--- src/rtl/pw_frame_rx_if.sv ---
`default_nettype none
// +----------------------------------------------------------------------------+
// | Module   : pw_frame_rx_if                                                  |
// | Purpose  : Output bus of the pulse-width frame receiver: decoded payload   |
// |            with a valid/ack handshake, plus a one-cycle error report.      |
// | Revision : 1.0 - initial release                                           |
// +----------------------------------------------------------------------------+
// | Signals                                                                    |
// |   out_data  [PW-1:0]  payload of the last accepted frame (master -> slave) |
// |   out_valid           out_data holds unconsumed data   (master -> slave)   |
// |   out_ack             consumer takes data this edge    (slave  -> master)  |
// |   err                 one-cycle error pulse            (master -> slave)   |
// |   err_code  [1:0]     01 space too long, 10 gap timeout, 11 overrun        |
// |                                                                            |
// | PW must equal FRAME_BITS-ADDR_BITS of the receiver it is bound to.         |
// +----------------------------------------------------------------------------+
interface pw_frame_rx_if #(
  parameter int PW = 3
);
  logic [PW-1:0] out_data;
  logic          out_valid;
  logic          out_ack;
  logic          err;
  logic [1:0]    err_code;

  // Receiver side
  modport master (
    output out_data,
    output out_valid,
    output err,
    output err_code,
    input  out_ack
  );

  // Consumer side
  modport slave (
    input  out_data,
    input  out_valid,
    input  err,
    input  err_code,
    output out_ack
  );
endinterface
`default_nettype wire

--- src/rtl/pw_frame_rx.sv ---
`default_nettype none
// +----------------------------------------------------------------------------+
// | Module   : pw_frame_rx                                                     |
// | Purpose  : Pulse-width serial frame receiver. Each bit is encoded by the   |
// |            length of a space (rxd low) interval: short spaces decode as 1, |
// |            long spaces as 0. FRAME_BITS bits form a frame whose top        |
// |            ADDR_BITS are an address; frames addressed to ref_addr present  |
// |            their payload on a valid/ack handshake. Over-long spaces, long  |
// |            marks inside a partial frame and unconsumed data being hit by a |
// |            new frame are reported as one-cycle error pulses.               |
// | Revision : 1.0 - initial release                                           |
// +----------------------------------------------------------------------------+
// | Ports                                                                      |
// |   clock      in   single clock, all state on posedge                       |
// |   reset_     in   asynchronous, active-high reset                          |
// |   rxd        in   serial line (mark = 1, space = 0), already synchronised  |
// |   ref_addr   in   station address [ADDR_BITS-1:0], sampled in CHECK        |
// |                   ("ref" itself is a reserved word in SystemVerilog)       |
// |   bus        pw_frame_rx_if.master: out_data, out_valid, out_ack, err,     |
// |                   err_code                                                 |
// |                                                                            |
// | Parameter constraints: FRAME_BITS-ADDR_BITS >= 1, ADDR_BITS >= 1,          |
// | MAX_SPACE >= THRESH.                                                       |
// +----------------------------------------------------------------------------+
module pw_frame_rx #(
  parameter int FRAME_BITS = 8,
  parameter int ADDR_BITS  = 5,
  parameter int THRESH     = 8,
  parameter int MAX_SPACE  = 15,
  parameter int GAP_MAX    = 31,
  parameter int MSB_FIRST  = 0
) (
  input  logic                 clock,
  input  logic                 reset_,
  input  logic                 rxd,
  input  logic [ADDR_BITS-1:0] ref_addr,
  pw_frame_rx_if.master        bus
);

  localparam int PW = FRAME_BITS - ADDR_BITS;
  localparam int SW = $clog2(MAX_SPACE + 2);
  localparam int GW = $clog2(GAP_MAX + 2);
  localparam int BW = $clog2(FRAME_BITS + 1);

  // Counter limits pre-cast to counter width. "Would exceed the limit" is
  // tested as "already at the limit", so no counter ever needs a wider sum.
  localparam logic [SW-1:0] SPACE_LIM = SW'(MAX_SPACE);
  localparam logic [SW-1:0] ONE_LIM   = SW'(THRESH);
  localparam logic [GW-1:0] GAP_LIM   = GW'(GAP_MAX);
  localparam logic [BW-1:0] LAST_BIT  = BW'(FRAME_BITS - 1);

  localparam logic [1:0] CODE_SPACE   = 2'b01;
  localparam logic [1:0] CODE_GAP     = 2'b10;
  localparam logic [1:0] CODE_OVERRUN = 2'b11;

  typedef enum logic [2:0] {
    ST_IDLE  = 3'd0,  // line marking between bits / frames
    ST_SPACE = 3'd1,  // measuring a space
    ST_FLUSH = 3'd2,  // waiting out an over-long space
    ST_STORE = 3'd3,  // shift the decoded bit in
    ST_CHECK = 3'd4   // full frame: address compare and handoff
  } state_t;

  state_t                state_q,     state_d;
  logic [FRAME_BITS-1:0] shift_q,     shift_d;
  logic [BW-1:0]         bit_cnt_q,   bit_cnt_d;
  logic [SW-1:0]         space_cnt_q, space_cnt_d;
  logic [GW-1:0]         gap_cnt_q,   gap_cnt_d;
  logic [PW-1:0]         data_q,      data_d;
  logic                  valid_q,     valid_d;
  logic                  err_q,       err_d;
  logic [1:0]            code_q,      code_d;

  // Bit value of the space just measured; the space counter still holds L
  // while in STORE.
  logic                  bit_val;
  logic [FRAME_BITS-1:0] shift_in;
  logic                  addr_match;

  assign bit_val    = (space_cnt_q < ONE_LIM);
  assign addr_match = (shift_q[FRAME_BITS-1:PW] == ref_addr);

  // Shift direction decides where the first received bit ends up:
  // right shift leaves it in frame[0], left shift in frame[FRAME_BITS-1].
  generate
    if (MSB_FIRST != 0) begin : g_msb_first
      assign shift_in = {shift_q[FRAME_BITS-2:0], bit_val};
    end else begin : g_lsb_first
      assign shift_in = {bit_val, shift_q[FRAME_BITS-1:1]};
    end
  endgenerate

  // --------------------------------------------------------------------------
  // Next-state and output logic
  // --------------------------------------------------------------------------
  always_comb begin
    state_d     = state_q;
    shift_d     = shift_q;
    bit_cnt_d   = bit_cnt_q;
    space_cnt_d = space_cnt_q;
    gap_cnt_d   = gap_cnt_q;
    data_d      = data_q;
    // An ack consumes the data unless CHECK reloads it in the same cycle.
    valid_d     = valid_q & ~bus.out_ack;
    err_d       = 1'b0;
    code_d      = 2'b00;

    case (state_q)
      ST_IDLE: begin
        if (!rxd) begin
          state_d     = ST_SPACE;
          space_cnt_d = SW'(1);
          gap_cnt_d   = '0;
        end else if (bit_cnt_q != '0) begin
          // Only marks inside a partial frame are timed.
          if (gap_cnt_q == GAP_LIM) begin
            err_d     = 1'b1;
            code_d    = CODE_GAP;
            bit_cnt_d = '0;
            shift_d   = '0;
            gap_cnt_d = '0;
          end else begin
            gap_cnt_d = gap_cnt_q + 1'b1;
          end
        end
      end

      ST_SPACE: begin
        if (!rxd) begin
          if (space_cnt_q == SPACE_LIM) begin
            err_d       = 1'b1;
            code_d      = CODE_SPACE;
            bit_cnt_d   = '0;
            shift_d     = '0;
            space_cnt_d = '0;
            state_d     = ST_FLUSH;
          end else begin
            space_cnt_d = space_cnt_q + 1'b1;
          end
        end else begin
          state_d = ST_STORE;
        end
      end

      ST_FLUSH: begin
        if (rxd) begin
          state_d = ST_IDLE;
        end
      end

      ST_STORE: begin
        shift_d     = shift_in;
        bit_cnt_d   = bit_cnt_q + 1'b1;
        space_cnt_d = '0;
        state_d     = (bit_cnt_q == LAST_BIT) ? ST_CHECK : ST_IDLE;
      end

      ST_CHECK: begin
        if (addr_match) begin
          if (!valid_q || bus.out_ack) begin
            data_d  = shift_q[PW-1:0];
            valid_d = 1'b1;
          end else begin
            // Consumer still holds the previous payload: keep it, report.
            err_d  = 1'b1;
            code_d = CODE_OVERRUN;
          end
        end
        bit_cnt_d = '0;
        shift_d   = '0;
        state_d   = ST_IDLE;
      end

      default: begin
        state_d = ST_IDLE;
      end
    endcase
  end

  // --------------------------------------------------------------------------
  // State register
  // --------------------------------------------------------------------------
  always_ff @(posedge clock or posedge reset_) begin
    if (reset_) begin
      state_q     <= ST_IDLE;
      shift_q     <= '0;
      bit_cnt_q   <= '0;
      space_cnt_q <= '0;
      gap_cnt_q   <= '0;
      data_q      <= '0;
      valid_q     <= 1'b0;
      err_q       <= 1'b0;
      code_q      <= 2'b00;
    end else begin
      state_q     <= state_d;
      shift_q     <= shift_d;
      bit_cnt_q   <= bit_cnt_d;
      space_cnt_q <= space_cnt_d;
      gap_cnt_q   <= gap_cnt_d;
      data_q      <= data_d;
      valid_q     <= valid_d;
      err_q       <= err_d;
      code_q      <= code_d;
    end
  end

  assign bus.out_data  = data_q;
  assign bus.out_valid = valid_q;
  assign bus.err       = err_q;
  assign bus.err_code  = code_q;

endmodule
`default_nettype wire
--- src/flat_wrapper.sv ---
// flat-port wrapper written by rule: the top's interface ports become plain ports
module pw_frame_rx_flat 
#(
  parameter int FRAME_BITS = 8,
  parameter int ADDR_BITS  = 5,
  parameter int THRESH     = 8,
  parameter int MAX_SPACE  = 15,
  parameter int GAP_MAX    = 31,
  parameter int MSB_FIRST  = 0
)
  (clock, reset_, rxd, ref_addr, bus_out_data, bus_out_valid, bus_err, bus_err_code, bus_out_ack);
  pw_frame_rx_if bus_i ();
  input  logic clock;
  input  logic reset_;
  input  logic rxd;
  input  logic [ADDR_BITS-1:0] ref_addr;
  output wire logic [$bits(bus_i.out_data)-1:0] bus_out_data;
  output wire logic [$bits(bus_i.out_valid)-1:0] bus_out_valid;
  output wire logic [$bits(bus_i.err)-1:0] bus_err;
  output wire logic [$bits(bus_i.err_code)-1:0] bus_err_code;
  input wire logic [$bits(bus_i.out_ack)-1:0] bus_out_ack;
  assign bus_out_data = bus_i.out_data;
  assign bus_out_valid = bus_i.out_valid;
  assign bus_err = bus_i.err;
  assign bus_err_code = bus_i.err_code;
  assign bus_i.out_ack = bus_out_ack;
  pw_frame_rx #(.FRAME_BITS(FRAME_BITS), .ADDR_BITS(ADDR_BITS), .THRESH(THRESH), .MAX_SPACE(MAX_SPACE), .GAP_MAX(GAP_MAX), .MSB_FIRST(MSB_FIRST)) u_core (.clock(clock), .reset_(reset_), .rxd(rxd), .ref_addr(ref_addr), .bus(bus_i));
endmodule
--- config.mk ---
export PLATFORM = sky130hd
export DESIGN_NAME = pw_frame_rx_flat
export DESIGN_NICKNAME = d
export VERILOG_FILES = /design/src/rtl/pw_frame_rx_if.sv /design/src/rtl/pw_frame_rx.sv /design/src/flat_wrapper.sv
export SDC_FILE = /design/constraint.sdc
export NUM_CORES = 1
export LEC_CHECK = 0
export BUFFER_PORTS_ARGS = -buffer_cell sky130_fd_sc_hd__buf_2
export CELL_PAD_IN_SITES_DETAIL_PLACEMENT = 1
export CELL_PAD_IN_SITES_GLOBAL_PLACEMENT = 1
export CORE_AREA = 2 2 52 74
export CTS_CLUSTER_SIZE = 14
export DETAILED_ROUTE_END_ITERATION = 16
export DIE_AREA = 0 0 54 76
export MAX_ROUTING_LAYER = met4
export PLACE_DENSITY = 0.8
export SYNTH_ARGS = -nofsm -noshare
export SYNTH_HDL_FRONTEND = slang
export SYNTH_SLANG_ARGS = --single-unit
--- constraint.sdc ---
create_clock -name clock -period 3.5 [get_ports clock]
set_input_delay 0.35 -clock clock [delete_from_list [all_inputs] [get_ports clock]]
set_output_delay 0.35 -clock clock [all_outputs]
set_load 0.02 [all_outputs]
==> results of run 1 <==
## synthesized netlist by cell type (all sizes together) (2+ instances only)
cell type  instances  share of area (%)
a21o               2               0.92
a22o              11                5.9
a31oi              3                1.2
and3               2                1.1
and3b              2                1.2
buf                4                1.4
clkbuf             2               0.46
dfrtp             33                 51
ha                 4                3.1
inv                5                1.2
mux2               4                3.5
nand2             11                2.5
nand2b             3                1.2
nand3              9                2.8
nand3b             3                1.4
nor2              11                2.5
nor2b              3                1.2
nor3b              2               0.92
nor4               2                1.2
o21a               2               0.92
o21ai             10                3.1
o31ai              3                1.4
o41ai              2                1.1
or3b               2                1.1
xor2               5                2.7
## report_power, final
| part | leakage (nW) | internal (mW) | switching (mW) |
|---|---|---|---|
| logic | 0.408 | 0.169 | 0.203 |
| clock network | 0.0439 | 0.137 | 0.142 |
| registers | 0.441 | 0.471 | 0.117 |
## logic make-up (layout without fill, tap and decap cells)
group / after synthesis / in the layout
simple gates: 57 / 57
compound gates: 39 / 39
flops: 33 / 33
buf+inv: 11 / 29
xor+xnor: 5 / 5
fa+ha+maj: 4 / 4
mux: 4 / 4
## sequential cells by signal, summed over array words and instances, names as in the netlist
| name | count |
|---|---|
| u_core.bus.err_code | 2 |
| u_core.state_q | 3 |
| u_core.bit_cnt_q | 4 |
| u_core.bus.out_valid | 1 |
| u_core.gap_cnt_q | 6 |
| u_core.bus.out_data | 3 |
| u_core.bus.err | 1 |
| u_core.space_cnt_q | 5 |
| u_core.shift_q | 8 |
## how the worst max path moves through the flow
stage                                      endpoint  slack [ps]  depth (start not counted)
floorplan             u_core.shift_q[0]$_DFFE_PP0P_        1800                          7
global placement    u_core.bit_cnt_q[0]$_DFFE_PP0P_        1360                          6
detailed placement  u_core.bit_cnt_q[0]$_DFFE_PP0P_        1210                          6
CTS                 u_core.bit_cnt_q[0]$_DFFE_PP0P_        1200                          6
global route        u_core.bit_cnt_q[0]$_DFFE_PP0P_         960                          6
finish              u_core.bit_cnt_q[0]$_DFFE_PP0P_        1200                          6
## per-stage QoR
step	hold WS (ps)	cell area, um2
2_1_floorplan	438	1630
3_3_place_gp	358	1730
3_5_place_dp	367	1730
4_1_cts	56.6	1820
5_1_grt	86.4	1820
6_report	47.4	1820
## worst max-delay path, delay by kind of cell, from the launching register on
family	cells	cell delay, ps
buffers and inverters	1	80
AOI/OAI and AO/OA	1	800
and+or+nand+nor	2	510
DFF	1	430
muxes	1	290
adders and majority gates	1	140
## per-layer routing
metal	vias to the layer above	global-route usage [%]	wire length (um)
met5	-	-	0
met4	0	8.00	60
met3	5	5.49	110
met2	22	33.0	1870
met1	624	20.8	1400
li1	588	-	-
## area by class of cell
cell class / count / share of cell area, %
clock buffer: 5 / 3.78
clock inverter: 3 / 0.963
multi-input combinational: 109 / 41.4
inverter: 5 / 1.03
tap: 42 / 2.89
sequential: 33 / 45.4
timing repair buffer: 16 / 4.54
## cell usage in the layout (no fill, tap or decap), types with 2 or more instances in the layout
cell and count:
clkbuf_8 5, nor2_1 11, nand2b_1 3, o21a_1 2, o21ai_1 2, nor2b_1 3
a22o_1 11, nand2_1 11, inv_1 5, buf_2 15, ha_1 4, clkinv_2 2
nor3b_1 2, a31oi_1 3, nand3_1 9, dfrtp_1 33, a21o_1 2, o41ai_1 2
mux2_4 3, o31ai_1 3, o21ai_0 8, nand3b_1 3, xor2_1 5
==> flow_summary.yaml, run 1 <==
floorplan:
  std_cell_rows: 26
  ios: 16
  die-area_mm2: 0.00410
  die_height_um: 76
  fp.dieW_um: 54
  start_util_pct: 46.3
  core_mm2: 0.00351
critical_path:
  crit_path_start: "u_core.bit_cnt_q[0]$_DFFE_PP0P_"
  cp.arrival_ps: 2520
  crit_path_end_kind: "register"
  startpoint_type: "register"
  r2r_setup_slack_ps: 1200
  path_cells: "inv_1 -> ha_1 -> nor3b_1 -> nor4b_1 -> o221ai_1 -> mux2_2"
  worstPathRequired_ps: 3720
  crit-reg2reg-launch: "u_core.bit_cnt_q[0]$_DFFE_PP0P_"
  regToRegEndpoint: "u_core.bit_cnt_q[0]$_DFFE_PP0P_"
  path_class: "reg -> reg"
  max_stage_delay_ps: 800
  slowest_stage: "o221ai_1"
  cp_max_fo: 12
  r2r_cells: 6
timing:
  fmax_mhz: 435
  setup_tns_ps: 0
  finalHoldViolCount: 0
  post-route-min-period_ps: 2300
  rsz0062_at_grt: "no"
  min_period_over_period_pct: 65.7
  setup_viol_count_final: 0
  worst_slew_pin_slew_ps: 988
  relSlewSlack_pct: 34.1
  drv_slew: 0
  clock-skew-final_ps: 5.50
  setup_ws_ps: 1200
power_and_ir_drop:
  p_leak_nw: 0.893
  p_per_area_mw_per_mm2: 681
  vdd_ir_drop_max_mv: 0.316
  design_power_total_mw: 1.24
clock_network:
  cts.sinks: 33
  numCtsBuffers: 5
  cts_hold_buf: 0
  cts_buffer_depth: 2
  root_buffer: "clkbuf_8"
  cts_htree_levels: 2
  clk_pin_slew_ps: 70
  clk_latency_ps: 280
  post-cts-setup-buffers: 0
  post_cts_resized: 0
  cts_tree: "done"
detailed_routing:
  vias: 1239
  drt_wl_total_mm: 3.45
  drcViolationCount: 0
  wire_per_inst_um: 16.2
  dr.pass1.iters: 4
  drt_iter0_drc: 12
  antenna_left: 0
  viasPerCell: 5.82
final_layout:
  layout-drive-gt1-share_pct: 18.7
  seqCellArea_um2: 826
  areaGrowthSynthToFinish_pct: 11.8
  nNetsFinal: 183
  final.fill_count: 401
  finalNonFillerCells: 213
  multi_input_area_um2: 753
  fin_util_pct: 51.8
  antenna_cells: 0
synth:
  syn_area_per_cell_um2: 10.6
  yosys.area_share.simple_pct: 19.8
  synth_xor_area_share_pct: 2.69
  synth_compound_area_share_pct: 17.2
  synthAdderAreaFrac_pct: 3.07
  synth_edf_count: 0
  ys_seq_elements: 33
  async_flop_share_pct: 100
  synthDistinctLibCells: 45
  synthFlopType: "dfrtp_1"
  synth_top_family_by_area: "simple AND/OR/NAND/NOR gates"
  synthMuxAreaShare_pct: 3.46
  yosysSeqAreaShare_pct: 50.7
  synthCells: 153
  yosys_warnings: 0
  netlist_area_mm2: 0.00163
  syn_nets: 166
global_routing:
  grt_pass1_vias: 1288
  grt_max_degree: 24
  grt_pass1_wl_mm: 5.72
  antenna_found_initial: 0
  grt_util_all_layers_pct: 19.6
  grt-ovfl-total: 0
worst_hold_path:
  min_path_type: "in -> async"
placed_design:
  portBuffers: 15
  dp_hpwl_mm: 2.63
  gp_congestion: 0.787
  place_inst: 205
  pre_cts_slack_ps: 1210
run:
  maxCapViolations: 0
outcome:
  status: "finished clean"
Note: power is estimated with default switching activity, not from simulation.
==> inputs of run 2 (changes only) <==
--- a/config.mk
+++ b/config.mk
@@ -8,12 +8,12 @@
 export BUFFER_PORTS_ARGS = -buffer_cell sky130_fd_sc_hd__buf_2
 export CELL_PAD_IN_SITES_DETAIL_PLACEMENT = 1
 export CELL_PAD_IN_SITES_GLOBAL_PLACEMENT = 1
-export CORE_AREA = 2 2 52 74
+export CORE_AREA = 2 2 54 77
 export CTS_CLUSTER_SIZE = 14
 export DETAILED_ROUTE_END_ITERATION = 16
-export DIE_AREA = 0 0 54 76
+export DIE_AREA = 0 0 56 79
 export MAX_ROUTING_LAYER = met4
-export PLACE_DENSITY = 0.8
+export PLACE_DENSITY = 0.75
 export SYNTH_ARGS = -nofsm -noshare
 export SYNTH_HDL_FRONTEND = slang
 export SYNTH_SLANG_ARGS = --single-unit
==> constraint.sdc (replaced) <==
create_clock -name clock -period 2.24 [get_ports clock]
set_input_delay 0.224 -clock clock [delete_from_list [all_inputs] [get_ports clock]]
set_output_delay 0.224 -clock clock [all_outputs]
set_load 0.02 [all_outputs]
==> flow_summary.yaml, run 2 (same netlist as run 1, synthesis figures left out) <==
final_layout:
  finalNonFillerCells: 215
  multi_input_area_um2: 753
  final_common_cell: "dfrtp_1"
  antenna_cells: 0
  fin_util_pct: 49.1
  nNetsFinal: 184
  largest_registers: "u_core.shift_q x8, u_core.gap_cnt_q x6, u_core.space_cnt_q x5"
  largest_reg_flops: 8
  final.fill_count: 422
  seqCellArea_um2: 826
  final_cell_mix: "33 x dfrtp_1, 15 x buf_2, 11 x nand2_1, 11 x nor2_1, 11 x a22o_1"
  regMostFlops: "u_core.shift_q"
  areaGrowthSynthToFinish_pct: 14.1
  layout-drive-gt1-share_pct: 18.6
critical_path:
  worstPathRequired_ps: 2470
  crit_path_end_kind: "register"
  startpoint_type: "register"
  cp_max_fo: 8
  r2r_cells: 7
  crit-reg2reg-launch: "u_core.bit_cnt_q[0]$_DFFE_PP0P_"
  path_class: "reg -> reg"
  regToRegEndpoint: "u_core.shift_q[4]$_DFFE_PP0P_"
  r2r_setup_slack_ps: 240
  cp.arrival_ps: 2230
floorplan:
  fp.dieW_um: 56
  start_util_pct: 43.0
  die_height_um: 79
  ios: 16
  die-area_mm2: 0.00442
  std_cell_rows: 27
  core_mm2: 0.00378
detailed_routing:
  dr.pass1.iters: 4
  met2_length_mm: 1.90
  viasPerCell: 5.77
  drt_wl_total_mm: 3.62
  dr_wl_met3_um: 126
  drcViolationCount: 0
  drt_iter0_drc: 39
  wl_met1_mm: 1.53
  highest_layer: "met4"
  wire_per_inst_um: 16.9
  vias: 1240
  antenna_left: 0
outcome:
  status: "finished clean"
power_and_ir_drop:
  vdd_ir_drop_max_mv: 0.597
  p_per_area_mw_per_mm2: 1130
  design_power_total_mw: 2.10
  p_leak_nw: 0.912
worst_hold_path:
  min_path_type: "in -> async"
global_routing:
  grt_pass1_wl_mm: 6.24
  grt_max_degree: 34
  grt_util_all_layers_pct: 18.8
  grt-ovfl-total: 0
  grt_pass1_vias: 1316
  antenna_found_initial: 0
timing:
  drv_slew: 0
  hold_slack_ps: 10.4
  fmax_mhz: 499
  min_period_over_period_pct: 89.4
  setup_tns_ps: 0
  relSlewSlack_pct: 59.1
  setup_viol_count_final: 0
  clock-skew-final_ps: 8.31
  rsz0062_at_grt: "no"
  finalHoldViolCount: 0
  post-route-min-period_ps: 2000
  worst_slew_pin_slew_ps: 609
clock_network:
  cts_tree: "done"
  post_cts_resized: 0
  cts_hold_buf: 0
  cts.sinks: 33
  clk_latency_ps: 290
  clk_pin_slew_ps: 70
  root_buffer: "clkbuf_8"
  cts_buffer_depth: 2
  cts_htree_levels: 2
  post-cts-setup-buffers: 0
  numCtsBuffers: 5
placed_design:
  gp_congestion: 0.752
  dp_hpwl_mm: 2.79
  portBuffers: 15
  place_inst: 207
run:
  maxCapViolations: 0
## run 2: cell types whose count changed in the layout (fill, tap and decap cells not counted)
cell,delta
clkbuf_8,+1
bufinv_16,+1
clkinv_2,-2
clkinvlp_4,-1
clkbuf_1,+1
buf_4,+1
## run 2: layout make-up
type	instances	area share, %
inverter	5	1.01
timing repair buffer	17	4.85
multi-input combinational	109	40.5
clock inverter	1	1.62
clock buffer	7	4.65
tap	43	2.90
sequential	33	44.4
## run 2: worst max path at each step
stage | endpoint | cells past startpoint | from | slack, ps
final | u_core.shift_q[4]$_DFFE_PP0P_ | 7 | u_core.bit_cnt_q[0]$_DFFE_PP0P_ | 240
after global routing | u_core.shift_q[2]$_DFFE_PP0P_ | 6 | u_core.space_cnt_q[0]$_DFFE_PP0P_ | 70
after CTS | u_core.shift_q[4]$_DFFE_PP0P_ | 7 | u_core.bit_cnt_q[0]$_DFFE_PP0P_ | 200
after detailed placement | u_core.shift_q[4]$_DFFE_PP0P_ | 7 | u_core.bit_cnt_q[0]$_DFFE_PP0P_ | 240
after global placement | u_core.bus.out_data[0]$_DFFE_PP0P_ | 4 | u_core.state_q[0]$_DFFE_PP0P_ | 330
after floorplan | u_core.shift_q[0]$_DFFE_PP0P_ | 7 | u_core.bit_cnt_q[0]$_DFFE_PP0P_ | 540
## run 2: per-stage QoR
stage	setup slack (ps)	instance area, um2
after global placement	329	1740
final	237	1860
after CTS	203	1860
after global routing	66.0	1860
after floorplan	539	1630
after detailed placement	238	1740
## run 2: power by group
group	total [mW]	switching, mW	internal (mW)	leakage [nW]
Clock	0.577	0.215	0.362	0.0585
Sequential	0.919	0.183	0.736	0.441
Combinational	0.607	0.332	0.275	0.412
## run 2: critical path, stage by stage, from the launching register on
cell,delay [ps]
dfrtp_1,420
inv_1,80
ha_1,130
nor3b_1,410
nor4b_1,120
o221ai_1,400
buf_4,240
a22o_1,130
## run 2: routing by layer
| metal | GRT usage, % | up-vias |
|---|---|---|
| met5 | - | - |
| met4 | 7.62 | 0 |
| met3 | 4.72 | 6 |
| met2 | 31.3 | 20 |
| met1 | 21.8 | 624 |
| li1 | - | 590 |
==> inputs of run 3 (changes only) <==
--- a/config.mk
+++ b/config.mk
@@ -12,8 +12,9 @@
 export CTS_CLUSTER_SIZE = 14
 export DETAILED_ROUTE_END_ITERATION = 16
 export DIE_AREA = 0 0 56 79
+export GPL_TIMING_DRIVEN = 0
 export MAX_ROUTING_LAYER = met4
-export PLACE_DENSITY = 0.75
+export PLACE_DENSITY = 0.81
 export SYNTH_ARGS = -nofsm -noshare
 export SYNTH_HDL_FRONTEND = slang
 export SYNTH_SLANG_ARGS = --single-unit
==> flow_summary.yaml, run 3 (same netlist as run 1, synthesis figures left out) <==
placed_design:
  dp_hpwl_mm: 2.71
  portBuffers: 14
  place_inst: 210
  gp_congestion: 0.824
critical_path:
  slowest_stage: "dfrtp_1"
  crit_path_end_kind: "register"
  worstPathRequired_ps: 2460
  regToRegEndpoint: "u_core.shift_q[3]$_DFFE_PP0P_"
  crit-reg2reg-launch: "u_core.bit_cnt_q[0]$_DFFE_PP0P_"
  cp.arrival_ps: 2250
  r2r_cells: 7
  path_class: "reg -> reg"
  startpoint_type: "register"
  r2r_setup_slack_ps: 210
  max_stage_delay_ps: 420
  path_cells: "inv_1 -> ha_1 -> nor3b_1 -> nor4b_1 -> o221ai_1 -> buf_2 -> a22o_1"
  cp_max_fo: 10
detailed_routing:
  drt_iter0_drc: 28
  antenna_left: 0
  dr.pass1.iters: 3
  viasPerCell: 5.92
  wire_per_inst_um: 17.9
  vias: 1302
  drt_wl_total_mm: 3.93
  drcViolationCount: 0
final_layout:
  final_common_cell: "dfrtp_1"
  antenna_cells: 0
  final.fill_count: 425
  nNetsFinal: 189
  areaGrowthSynthToFinish_pct: 15.2
  finalNonFillerCells: 220
  layout-drive-gt1-share_pct: 19.8
  multi_input_area_um2: 753
  regMostFlops: "u_core.shift_q"
  largest_reg_flops: 8
  seqCellArea_um2: 826
  final_cell_mix: "33 x dfrtp_1, 17 x buf_2, 11 x nand2_1, 11 x nor2_1, 11 x a22o_1"
  largest_registers: "u_core.shift_q x8, u_core.gap_cnt_q x6, u_core.space_cnt_q x5"
power_and_ir_drop:
  seqPwrFrac_pct: 44.9
  p_per_area_mw_per_mm2: 1070
  p_leak_nw: 0.915
  p_comb_share_pct: 32.8
  p_sw_share_pct: 38.2
  power_switching_mw: 0.768
  pwr-share-clk_pct: 22.3
  vdd_ir_drop_max_mv: 0.565
  internal-power_mw: 1.24
floorplan:
  fp.dieW_um: 56
  ios: 16
  start_util_pct: 43.0
  die_height_um: 79
  die-area_mm2: 0.00442
  std_cell_rows: 27
  core_mm2: 0.00378
worst_hold_path:
  hold_depth: 3
  min_path_type: "in -> reg"
  min_to: "u_core.bus.out_valid$_DFF_PP0_"
  worstHoldStart: "bus_out_ack"
timing:
  setup_viol_count_final: 0
  clock-skew-final_ps: 10.2
  relSlewSlack_pct: 59.6
  setup_tns_ps: 0
  worst_slew_pin_slew_ps: 603
  drv_slew: 0
  rsz0062_at_grt: "no"
  finalHoldViolCount: 0
  post-route-min-period_ps: 2030
  min_period_over_period_pct: 90.7
  fmax_mhz: 492
clock_network:
  cts_hold_buf: 0
  cts.sinks: 33
  numCtsBuffers: 5
  clk_latency_ps: 290
  cts_buffer_depth: 2
  root_buffer: "clkbuf_8"
  post-cts-setup-buffers: 0
  clk_pin_slew_ps: 80
  cts_tree: "done"
  cts_htree_levels: 2
  post_cts_resized: 0
global_routing:
  grt_pass1_wl_mm: 6.46
  grt-ovfl-total: 0
  grt_max_degree: 34
  grt_util_all_layers_pct: 19.6
  antenna_found_initial: 0
  grt_pass1_vias: 1380
outcome:
  status: "finished clean"
run:
  maxCapViolations: 0
==> run 3: per-layer routing <==
layer	up-vias	global-route usage, %	routed length (um)
met2	18	35.8	2230
met1	675	20.0	1520
met3	7	5.37	129
li1	602	-	-
met4	0	6.67	52
met5	-	-	0
==> run 3: cell type report <==
type	count	area share [%]
Tap cell	43	2.87
Clock inverter	3	0.934
Inverter	5	1.00
Timing Repair Buffer	16	5.74
Multi-Input combinational cell	109	40.2
Sequential cell	33	44.0
Buffer	6	1.60
Clock buffer	5	3.67
==> run 3: worst max path at each step <==
| stage | slack, ps | from | cells past startpoint | end |
|---|---|---|---|---|
| 5_1_grt | 40 | u_core.bit_cnt_q[0]$_DFFE_PP0P_ | 7 | u_core.shift_q[6]$_DFFE_PP0P_ |
| 6_report | 210 | u_core.bit_cnt_q[0]$_DFFE_PP0P_ | 7 | u_core.shift_q[3]$_DFFE_PP0P_ |
| 4_1_cts | 190 | u_core.bit_cnt_q[0]$_DFFE_PP0P_ | 7 | u_core.shift_q[3]$_DFFE_PP0P_ |
| 2_1_floorplan | 540 | u_core.bit_cnt_q[0]$_DFFE_PP0P_ | 7 | u_core.shift_q[0]$_DFFE_PP0P_ |
| 3_5_place_dp | 270 | u_core.bit_cnt_q[0]$_DFFE_PP0P_ | 7 | u_core.shift_q[0]$_DFFE_PP0P_ |
| 3_3_place_gp | 290 | u_core.bit_cnt_q[0]$_DFFE_PP0P_ | 7 | u_core.shift_q[4]$_DFFE_PP0P_ |
==> run 3: critical path: cells and delay by family (launching register included) <==
family | cells | cell delay [ps]
buffers and inverters | 2 | 380
AO/OA/AOI/OAI | 2 | 500
AND/OR/NAND/NOR | 2 | 520
flip-flops | 1 | 420
adder cells (fa/ha/maj) | 1 | 130
==> run 3: metrics by stage <==
step	hold slack (ps)	worst slack (ps)	cell area, um2	power [mW]	utilization, %
floorplan	353	539	1630	1.37	-
global placement	460	286	1750	1.49	46.3
detailed placement	486	269	1750	1.56	46.3
CTS	250	188	1840	2.02	48.6
global route	257	35.5	1880	2.17	49.6
finish	253	208	1880	2.01	49.6
==> run 3: power groups by stage <==
| stage | logic (mW) | clock network, mW | registers (mW) |
|---|---|---|---|
| 6_report | 0.659 | 0.449 | 0.902 |
| 5_1_grt | 0.745 | 0.500 | 0.925 |
| 4_1_cts | 0.659 | 0.461 | 0.898 |
| 3_5_place_dp | 0.648 | 0 | 0.911 |
| 3_3_place_gp | 0.598 | 0 | 0.889 |
| 2_1_floorplan | 0.512 | 0 | 0.860 |
